$ cat config.mk
export PLATFORM = sky130hd
export DESIGN_NAME = multicycle_sequencer
export DESIGN_NICKNAME = d
export VERILOG_FILES = /design/src/rtl/multicycle_sequencer.sv
export SDC_FILE = /design/constraint.sdc
export NUM_CORES = 1
export LEC_CHECK = 0
export ABC_AREA = 1
export BUFFER_PORTS_ARGS = -buffer_cell sky130_fd_sc_hd__buf_2
export CORE_MARGIN = 2
export CORE_UTILIZATION = 30
export DETAILED_ROUTE_END_ITERATION = 8
export SYNTH_ARGS = -nofsm -noshare
export SYNTH_HDL_FRONTEND = slang
export SYNTH_SLANG_ARGS = --single-unit
$ cat constraint.sdc
create_clock -name CLK -period 1.6 [get_ports CLK]
set_input_delay 0 -clock CLK [delete_from_list [all_inputs] [get_ports CLK]]
set_output_delay 0 -clock CLK [all_outputs]
set_load 0.05 [all_outputs]
$ cat src/rtl/multicycle_sequencer.sv
// multicycle_sequencer: multi-cycle LEGv8 control FSM sharing one memory port
// between instruction fetch and LDUR/STUR data accesses.
// Optional build macro: HALT_ON_ILLEGAL_EN -- when defined, an illegal opcode
// parks the FSM in HALT until reset; otherwise it retires as a NOP.
module multicycle_sequencer #(
  parameter int MAX_WAIT = 16
) (
  input  logic        CLK,
  input  logic        reset,
  input  logic [10:0] opcode,
  input  logic        zero,
  input  logic        mem_ack,
  output logic        mem_req,
  output logic        mem_we,
  output logic        mem_addr_sel,
  output logic        ir_write,
  output logic        pc_write,
  output logic        pc_src,
  output logic        regwrite,
  output logic        mem2reg,
  output logic        retire,
  output logic        fault,
  output logic [2:0]  state_o
);

  typedef enum logic [2:0] {
    S_FETCH  = 3'd0,
    S_DECODE = 3'd1,
    S_EXEC   = 3'd2,
    S_MEM    = 3'd3,
    S_WB     = 3'd4,
    S_FAULT  = 3'd5,
    S_HALT   = 3'd6
  } state_t;

  typedef enum logic [2:0] {
    C_ILL, C_R, C_I, C_MOVZ, C_LDUR, C_STUR, C_CBZ, C_B
  } cls_t;

  localparam logic [7:0] WAIT_LAST = 8'(MAX_WAIT - 1);

  state_t     state, state_n;
  cls_t       cls, dec_cls;
  logic [7:0] wait_cnt;
  logic       req_raw, timeout;

  // casez is first-match, so the item order encodes the decode priority
  function automatic cls_t decode(input logic [10:0] op);
    casez (op)
      11'b??111000010: decode = C_LDUR;
      11'b??111000000: decode = C_STUR;
      11'b?0001010???,
      11'b?0101010???,
      11'b?0?01011???,
      11'b?1?01011???: decode = C_R;
      11'b?011010????: decode = C_CBZ;
      11'b?00101?????: decode = C_B;
      11'b?0?10001???,
      11'b?1?10001???: decode = C_I;
      11'b110100101??: decode = C_MOVZ;
      default:         decode = C_ILL;
    endcase
  endfunction

  assign dec_cls = decode(opcode);
  // Request intent of the state, independent of reset masking, drives the timeout
  assign req_raw = (state == S_FETCH) || (state == S_MEM);
  assign timeout = req_raw && !mem_ack && (wait_cnt == WAIT_LAST);

  // State register
  always_ff @(posedge CLK) begin
    if (reset) state <= S_FETCH;
    else       state <= state_n;
  end

  // Instruction class is captured once in DECODE and used by EXEC/MEM/WB
  always_ff @(posedge CLK) begin
    if (reset)                   cls <= C_ILL;
    else if (state == S_DECODE)  cls <= dec_cls;
  end

  // Consecutive unacknowledged request cycles; restarts on ack or state change
  always_ff @(posedge CLK) begin
    if (reset || !req_raw || mem_ack || (state_n != state)) wait_cnt <= '0;
    else                                                    wait_cnt <= wait_cnt + 8'd1;
  end

  // Next-state logic
  always_comb begin
    state_n = state;
    case (state)
      S_FETCH: begin
        if (timeout)      state_n = S_FAULT;
        else if (mem_ack) state_n = S_DECODE;
      end
      S_DECODE: begin
        if (dec_cls == C_ILL) begin
`ifdef HALT_ON_ILLEGAL_EN
          state_n = S_HALT;
`else
          state_n = S_FETCH;
`endif
        end else begin
          state_n = S_EXEC;
        end
      end
      S_EXEC: begin
        case (cls)
          C_B, C_CBZ:     state_n = S_FETCH;
          C_LDUR, C_STUR: state_n = S_MEM;
          default:        state_n = S_WB;
        endcase
      end
      S_MEM: begin
        if (timeout)      state_n = S_FAULT;
        else if (mem_ack) state_n = (cls == C_LDUR) ? S_WB : S_FETCH;
      end
      S_WB:    state_n = S_FETCH;
      S_FAULT: state_n = S_FAULT;
`ifdef HALT_ON_ILLEGAL_EN
      S_HALT:  state_n = S_HALT;
`endif
      default: state_n = S_FETCH;
    endcase
  end

  // Output decode; everything except the debug state is masked during reset
  always_comb begin
    mem_req      = 1'b0;
    mem_we       = 1'b0;
    mem_addr_sel = 1'b0;
    ir_write     = 1'b0;
    pc_write     = 1'b0;
    pc_src       = 1'b0;
    regwrite     = 1'b0;
    mem2reg      = 1'b0;
    retire       = 1'b0;
    fault        = 1'b0;
    if (!reset) begin
      case (state)
        S_FETCH: begin
          mem_req  = 1'b1;
          ir_write = mem_ack;
          pc_write = mem_ack;
        end
        S_DECODE: begin
`ifndef HALT_ON_ILLEGAL_EN
          retire = (dec_cls == C_ILL);
`endif
        end
        S_EXEC: begin
          if (cls == C_B) begin
            pc_write = 1'b1;
            pc_src   = 1'b1;
            retire   = 1'b1;
          end else if (cls == C_CBZ) begin
            pc_write = zero;
            pc_src   = 1'b1;
            retire   = 1'b1;
          end
        end
        S_MEM: begin
          mem_req      = 1'b1;
          mem_addr_sel = 1'b1;
          mem_we       = (cls == C_STUR);
          retire       = mem_ack && (cls == C_STUR);
        end
        S_WB: begin
          regwrite = 1'b1;
          mem2reg  = (cls == C_LDUR);
          retire   = 1'b1;
        end
        S_FAULT: fault = 1'b1;
        default: ;
      endcase
    end
  end

  assign state_o = state;

endmodule
==> reports/metrics.yaml <==
status: "complete, no violations"
setup_viol: 0
final_util_pct: 40.5
dpl_cell_area_um2: 1130
postSynthCellCount: 149
core_um2: 3000
hpwl_mm: 1.67
ys_ff_latch: 14
via_count: 985
ff2ff_setup_slack_ns: 0.20
crit_path_max_fanout: 6
postSynthAreaPerCell_um2: 6.28
dieWidth_um: 59.9
ir_worst_vdd_mv: 0.317
cts_root_buf: "clkbuf_4"
multi_input_area_um2: 614
cpPeakStageDelay_ns: 0.38
rows: 20
antenna_found_initial: 0
hold_viol: 0
rsz0062_at_grt: "yes"
p_leak_nw: 0.536
cts_tree: "yes"
max_cap_violations: 0
ant_nets: 0
first_iter_violations: 40
grt_pass1_wl_mm: 3.69
drc_errors: 0
end_kind: "output port"
place_inst: 207
area_growth_pct: 29.9
cellPowerDensity_nw_per_um2: 661
gp_congestion: 0.806
avgRoutedWirePerCell_um: 10.2
hold_buffers: 0
fin_skew_ns: 0.00294
via_per_inst: 4.67
place_ws_ns: 0.181
io_pins: 28
cp.arrival_ns: 1.51
worstPathRequired_ns: 1.60
clk_latency_ns: 0.28
slew_violations: 0
fin_crit_ns: 1.51
nFillCells: 329
relSlewSlack_pct: 74.1
final_cell_mix: "nor2_1, buf_2, inv_1"
regArea_um2: 287
die_h_um: 59.9
hold_slack_ns: 0.116
start_util_pct: 31.2
grt-ovfl-total: 0
wl_mm: 2.16
min_period_over_period_pct: 94.5
stdcell_area_um2: 1220
cts_max_level: 1
yosysUniqueCellTypes: 23
synth_top_area_cell: "dfxtp_1"
numPortBuffers: 27
layout_commonest_cell: "nor2_1"
cts.path.max_buffers: 2
syn_nets: 165
drive_gt1_share_pct: 27.5
hold_class: "in -> reg"
finalNonFillerCells: 211
ys_seq_area_share_pct: 29.9
die_area_um2: 3580
cts.sinks: 14
drt-pass1-iter-count: 5
cts.clk_slew.worst_paths_ns: 0.08
tightest_slew_ns: 0.389
setup_slack_ns: 0.0877
post_cts_buffers: 0
track_usage_pct: 13.2
worstSetupPathType: "reg -> out"
numCtsBuffers: 3
n_antenna_cell: 0
netlist.area_leader.share_pct: 29.9
netlist_area_um2: 936
startpoint_type: "flop"
timing.fmax_mhz: 661
cp_cell_sequence: "inv_1 > nand4_1 > o211a_1 > a21oi_4 > buf_6"
grt_max_degree: 17
synth_area_leaders: "dfxtp_1, nor2_1, inv_1"
crit_path_top_delay_cell: "dfxtp_4"
grt_pass1_vias: 878
nNetsFinal: 195
ys.warnings.count: 0
## metal layers
metal	vias up	GRT usage, %	share of wire, %
li1	536	-	-
met1	430	17.1	49
met2	19	21.0	48
met3	0	4.98	3.6
met4	0	2.54	0
met5	-	0	0
## synth_stat cells (all sizes together)
library cell	n
o21bai	1
ha	1
nand3b	2
o21ai	5
nand3	15
nor3	6
dfxtp	14
a21oi	9
nor2	38
o31ai	1
inv	24
xor2	3
nand4	4
o211a	1
nor3b	1
nand2	20
xnor2	2
clkbuf	2
## state kept, by name, summed over array words and instances (netlist names)
| signal | cells |
|---|---|
| state_o | 3 |
| wait_cnt | 8 |
| cls | 3 |
## metrics by stage
stage	setup TNS, ns	total power, mW
2_1_floorplan	0	0.499
3_3_place_gp	0	0.550
3_5_place_dp	0	0.548
4_1_cts	0	0.811
5_1_grt	-0.00176	0.858
6_report	0	0.804
## critical path, delay by kind of cell (launching register included)
family,cells,cell delay [ns]
AO/OA/AOI/OAI,2,0.42
buffers and inverters,2,0.30
AND/OR/NAND/NOR,1,0.13
flip-flops,1,0.38
## worst paths after layout
| check | start | to | cells past startpoint |
|---|---|---|---|
| hold reg to reg | wait_cnt[0] | wait_cnt[0] | 1 |
| setup / recovery | state_o[2] | retire | 5 |
| hold / removal | reset | cls[1] | 2 |
| setup reg to reg | wait_cnt[0] | wait_cnt[0] | 8 |
## timing repair
| action | 4_1_cts | 5_1_grt |
|---|---|---|
| pin swaps | 0 | 1 |
| gates cloned | 0 | 0 |
| endpoints found under the setup margin | 2 | 12 |
| gates resized for setup | 4 | 8 |
## power by group
| group | total [mW] | internal [mW] | switching, mW |
|---|---|---|---|
| registers | 0.374 | 0.358 | 0.0159 |
| clock network | 0.253 | 0.138 | 0.115 |
| logic | 0.177 | 0.0568 | 0.120 |
| total | 0.804 | 0.553 | 0.251 |
## kinds of logic after synthesis
logic type | Yosys count | share of synthesized area [%]
AND/OR/NAND/NOR | 86 | 42.2
XOR/XNOR | 5 | 4.68
buffers and inverters | 26 | 10.4
AO/OA/AOI/OAI | 17 | 11.4
flip-flops | 14 | 29.9
adder cells (fa/ha/maj) | 1 | 1.34
## area by class of cell
type | instances | share of cell area (%)
multi-input combinational | 109 | 50.5
sequential | 14 | 23.6
timing repair buffer | 27 | 12.1
tap | 33 | 3.40
inverter | 24 | 7.41
clock buffer | 4 | 2.98
No activity file was read; power rests on OpenSTA's default activity.
